`src/rtl/fir_decim_fifo.sv`:
```
// fir_decim_fifo: boxcar decimator (sum of 2^DECIM_LOG2 samples, arithmetic
// shift), saturation to OUT_W bits, and a small output FIFO with valid/ready.
// Build option: define FIR_DECIM_ROUND_EN for round-half-up before the shift;
// left undefined, the shift truncates toward minus infinity.
module fir_decim_fifo #(
   parameter int unsigned IN_W       = 16,
   parameter int unsigned OUT_W      = 8,
   parameter int unsigned DECIM_LOG2 = 2,
   parameter int unsigned DEPTH_LOG2 = 3
) (
   input  logic                  clk,
   input  logic                  rst,
   input  logic [IN_W-1:0]       y_in,
   input  logic                  y_valid,
   output logic [OUT_W-1:0]      m_data,
   output logic                  m_valid,
   input  logic                  m_ready,
   output logic [DEPTH_LOG2:0]   fill,
   output logic                  sat,
   output logic                  ovf
);

   localparam int unsigned DECIM = 1 << DECIM_LOG2;
   localparam int unsigned ACC_W = IN_W + DECIM_LOG2;
   localparam int unsigned SUM_W = ACC_W + 1;
   localparam int unsigned PH_W  = (DECIM_LOG2 > 0) ? DECIM_LOG2 : 1;
   localparam int unsigned DEPTH = 1 << DEPTH_LOG2;

   localparam logic [PH_W-1:0]         PH_LAST = PH_W'(DECIM - 1);
   localparam logic [DEPTH_LOG2:0]     FULL_LVL = (DEPTH_LOG2 + 1)'(DEPTH);
   localparam logic signed [SUM_W-1:0] QMAX = SUM_W'((1 << (OUT_W - 1)) - 1);
   localparam logic signed [SUM_W-1:0] QMIN = SUM_W'(-(1 << (OUT_W - 1)));
`ifdef FIR_DECIM_ROUND_EN
   localparam logic signed [SUM_W-1:0] RND = SUM_W'(DECIM / 2);
`endif

   logic signed [ACC_W-1:0]  acc;
   logic [PH_W-1:0]          phase;
   logic [OUT_W-1:0]         res;
   logic                     res_v;
   logic [OUT_W-1:0]         mem [DEPTH];
   logic [DEPTH_LOG2-1:0]    wptr;
   logic [DEPTH_LOG2-1:0]    rptr;

   logic                     last_c;
   logic signed [SUM_W-1:0]  sum_c;
   logic signed [SUM_W-1:0]  q_c;
   logic [OUT_W-1:0]         res_c;
   logic                     sat_c;
   logic                     full_c;
   logic                     rd_c;
   logic                     wr_c;
   logic [DEPTH_LOG2:0]      fill_nxt_c;

   // Group sum, shift and saturation of the sample closing the current group
   always_comb begin
      last_c = (phase == PH_LAST);
      sum_c  = SUM_W'(acc) + SUM_W'($signed(y_in));
`ifdef FIR_DECIM_ROUND_EN
      sum_c  = sum_c + RND;
`endif
      q_c    = sum_c >>> DECIM_LOG2;
      res_c  = OUT_W'(q_c);
      sat_c  = 1'b0;
      if (q_c > QMAX) begin
         res_c = OUT_W'(QMAX);
         sat_c = 1'b1;
      end else if (q_c < QMIN) begin
         res_c = OUT_W'(QMIN);
         sat_c = 1'b1;
      end
   end

   // FIFO handshake: a full FIFO still takes a write when a read frees a slot
   always_comb begin
      full_c     = (fill == FULL_LVL);
      rd_c       = m_valid & m_ready;
      wr_c       = res_v & (~full_c | rd_c);
      fill_nxt_c = fill;
      case ({wr_c, rd_c})
         2'b10:   fill_nxt_c = fill + 1'b1;
         2'b01:   fill_nxt_c = fill - 1'b1;
         default: fill_nxt_c = fill;
      endcase
   end

   assign m_data = m_valid ? mem[rptr] : '0;

   // Accumulate valid samples; close the group into the result register
   always_ff @(posedge clk) begin
      if (rst) begin
         acc   <= '0;
         phase <= '0;
         res   <= '0;
         res_v <= 1'b0;
         sat   <= 1'b0;
      end else begin
         res_v <= 1'b0;
         sat   <= 1'b0;
         if (y_valid) begin
            if (last_c) begin
               acc   <= '0;
               phase <= '0;
               res   <= res_c;
               res_v <= 1'b1;
               sat   <= sat_c;
            end else begin
               acc   <= ACC_W'(sum_c);
               phase <= phase + 1'b1;
            end
         end
      end
   end

   // FIFO storage (no reset needed, head is masked while empty)
   always_ff @(posedge clk) begin
      if (wr_c) mem[wptr] <= res;
   end

   // FIFO pointers, occupancy, valid flag and sticky overflow
   always_ff @(posedge clk) begin
      if (rst) begin
         wptr    <= '0;
         rptr    <= '0;
         fill    <= '0;
         m_valid <= 1'b0;
         ovf     <= 1'b0;
      end else begin
         if (wr_c) wptr <= wptr + 1'b1;
         if (rd_c) rptr <= rptr + 1'b1;
         if (res_v && !wr_c) ovf <= 1'b1;
         fill    <= fill_nxt_c;
         m_valid <= (fill_nxt_c != '0);
      end
   end

endmodule

```
`config.mk`:
```
export PLATFORM = sky130hd
export DESIGN_NAME = fir_decim_fifo
export DESIGN_NICKNAME = d
export VERILOG_FILES = /design/src/rtl/fir_decim_fifo.sv
export SDC_FILE = /design/constraint.sdc
export NUM_CORES = 1
export LEC_CHECK = 0
export BUFFER_PORTS_ARGS = -buffer_cell sky130_fd_sc_hd__buf_4
export CORE_ASPECT_RATIO = 0.7
export CORE_MARGIN = 1
export CORE_UTILIZATION = 57
export CTS_BUF_LIST = sky130_fd_sc_hd__clkbuf_2 sky130_fd_sc_hd__clkbuf_4 sky130_fd_sc_hd__clkbuf_8
export DETAILED_ROUTE_END_ITERATION = 12
export PLACE_DENSITY = 0.76
export SYNTH_ARGS = -nofsm -noshare
export SYNTH_HDL_FRONTEND = slang
export SYNTH_SLANG_ARGS = --single-unit
```
`constraint.sdc`:
```
create_clock -name clk -period 3.35 [get_ports clk]
set_clock_uncertainty 0.15 [all_clocks]
set_input_delay 0.1675 -clock clk [delete_from_list [all_inputs] [get_ports clk]]
set_output_delay 0.1675 -clock clk [all_outputs]
set_load 0.05 [all_outputs]
```
==> impl_metrics.tcl <==
set metrics [dict create \
    outcome "completed" \
    synth_edf_count 64 \
    netlist_area_um2 5490 \
    grt_overflow 0 \
    whs_ns 0.0182 \
    cp.required_ns 3.46 \
    h-tree-depth 3 \
    syn2layout_area_growth_pct 11.7 \
    drive_above_1_share_pct 18.3 \
    instances_no_fill 653 \
    dp.cells 631 \
    hold_violations 0 \
    cts.sink_count 109 \
    worst_ep_arrival_time_ns 3.29 \
    hpwl_um 8100 \
    syn_nets 533 \
    rows 29 \
    drc 0 \
    cp-end-kind "flop" \
    die_h_um 84.1 \
    final-setup-viol-count 0 \
    io_pins 35 \
    power_density_nw_per_um2 529 \
    finalMaxSlewViolations 0 \
    hp-class "in -> reg" \
    synthFlopType "edfxtp_1" \
    vias 4001 \
    synthTopCellsByArea "edfxtp_1 (35%), dfxtp_1 (16%), mux4_2 (6.6%)" \
    gp_congestion 0.861 \
    crit_type "reg -> reg" \
    drt-pass1-iter-count 5 \
    grt_pass1_wl_um 18200 \
    fill_cells 704 \
    relSlewSlack_pct 36.7 \
    cts_buffers 9 \
    drt_iter0_markers 467 \
    fin_crit_ns 3.18 \
    drt-total-wl_um 11600 \
    synth_top_area_share_pct 35.0 \
    yosysMostFrequentCell "nor2_1" \
    setup_ws_ns 0.170 \
    fin_nets 569 \
    worstMarginPinSlew_ns 0.946 \
    clk_latency_ns 0.37 \
    path_clk_slew_ns 0.10 \
    multi_input_area_um2 2530 \
    ys_seq_area_share_pct 51.5 \
    drtAntennaViolNets 0 \
    async_flop_share_pct 0 \
    grt_pass1_vias 3498 \
    die-area_um2 10000 \
    regArea_um2 2820 \
    yosysWarnings 0 \
    design.core.area_um2 9220 \
    viasPerCell 6.13 \
    synth_largest_area_cell "edfxtp_1" \
    max_cap_violations 0 \
    fin_crit_sh_pct 94.9 \
    pre_cts_ws_ns 0.102 \
    crit_fanout 12 \
    power_leakage_nw 2.34 \
    ir_drop_mv 0.283 \
    netlist_instances 488 \
    yosys-top-cells-count "nor2_1 (72), edfxtp_1 (64), dfxtp_1 (45)" \
    root_buffer "clkbuf_8" \
    start_kind "flop" \
    cts_tree "done" \
    n_antenna_cell 0 \
    grt_util_all_layers_pct 24.0 \
    start_util_pct 59.5 \
    wl_per_cell_um 17.8 \
    die_w_um 119 \
    max-clock-path-buffers 2 \
    ys_ff_latch 109 \
    io_buffer_count 34 \
    syn_area_per_cell_um2 11.2 \
    grt_antenna_before_repair 0 \
    fmax_ghz 0.314 \
    ys_types 56 \
    grt_max_degree 50 \
]
[cell usage in the layout (no fill, tap or decap), types with 3 or more instances in the layout]
cell      count
o21ai_0       7
clkbuf_8      9
a21oi_1      31
xor2_1        8
a32oi_1       8
a22oi_1      13
buf_4        48
o21a_1        3
edfxtp_1     64
inv_1        11
nor3_1       15
nand2b_1      7
nor2b_1      10
mux4_2       16
o32ai_1       7
ha_1         23
o21ai_1       5
or2_2         3
nor2_1       72
nand3_1       5
xnor2_1       9
nand2_1      28
a21o_1        7
and2_1        4
a21oi_2       4
o221ai_1      3
o211ai_1      3
mux2i_1      11
dfxtp_1      45
nand4_1       4
[where the power goes]
part / internal [mW] / total [mW] / switching (mW)
registers: 1.46 / 1.52 / 0.0505
clock network: 0.273 / 0.719 / 0.446
logic: 0.406 / 1.01 / 0.603
[repair_timing]
item | in CTS | in global routing
gates resized for setup | 0 | 4
endpoints found under the hold margin | 3 | 0
hold buffers | 2 | 0
buffers inserted | 0 | 4
setup endpoints to repair | 0 | 9
[path summary, 6_finish.rpt]
path	depth (start not counted)	start	slack [ns]	end
worst min register to register	2	acc[17]	0.33	acc[17]
worst min-delay path	4	y_in[0]	0.02	acc[0]
worst max register to register	12	acc[0]	0.17	res[4]
worst max-delay path	12	acc[0]	0.17	res[4]
[critical path, stage by stage, from the launching register on]
cell and delay (ns):
dfxtp_1 0.35, ha_1 0.19, inv_1 0.06, fa_1 0.39
nand2b_1 0.19, a21oi_2 0.19, o31a_1 0.22, o31a_1 0.27
mux2i_2 0.31, nand3_4 0.20, buf_12 0.19, o32ai_1 0.27
nor2_1 0.08
[cells by family (layout without fill, tap and decap cells)]
logic type	Yosys count	after routing	share of synthesized area [%]
and+or+nand+nor	166	166	14.8
DFF	109	109	51.5
AOI/OAI and AO/OA	105	105	13.3
adders and majority gates	25	25	5.98
muxes	28	28	8.76
xor gates and xnor gates	18	18	3.01
buffers and inverters	37	78	2.71
[routing by layer]
layer	wire length, µm	GRT usage [%]	vias to the layer above
met2	5010	34.0	196
li1	-	-	1905
met5	0	0	-
met4	137	6.21	0
met3	1190	7.24	16
met1	5260	35.9	1884
[final cells by class]
cell class,count,area share [%]
Clock buffer,9,2.02
Timing Repair Buffer,51,6.53
Multi-Input combinational cell,342,41.4
Tap cell,124,2.53
Inverter,11,0.674
Sequential cell,109,46.1
Clock inverter,7,0.817
[sequential cells by signal, indices dropped and copies added (netlist names), 2 cells and up, named ones only]
signal	flops
phase	2
wptr	3
fill	4
mem	64
res	8
rptr	3
acc	18
[through the flow]
stage          utilization, %  instance area, µm²  setup TNS [ns]  power, mW
2_1_floorplan               -                5490               0       2.26
3_3_place_gp             63.7                5870               0       2.47
3_5_place_dp             63.7                5870               0       2.49
4_1_cts                  65.8                6060               0       3.20
5_1_grt                  66.5                6130         -0.0420       3.40
6_report                 66.5                6130               0       3.24
(Power assumes the default switching activity.)
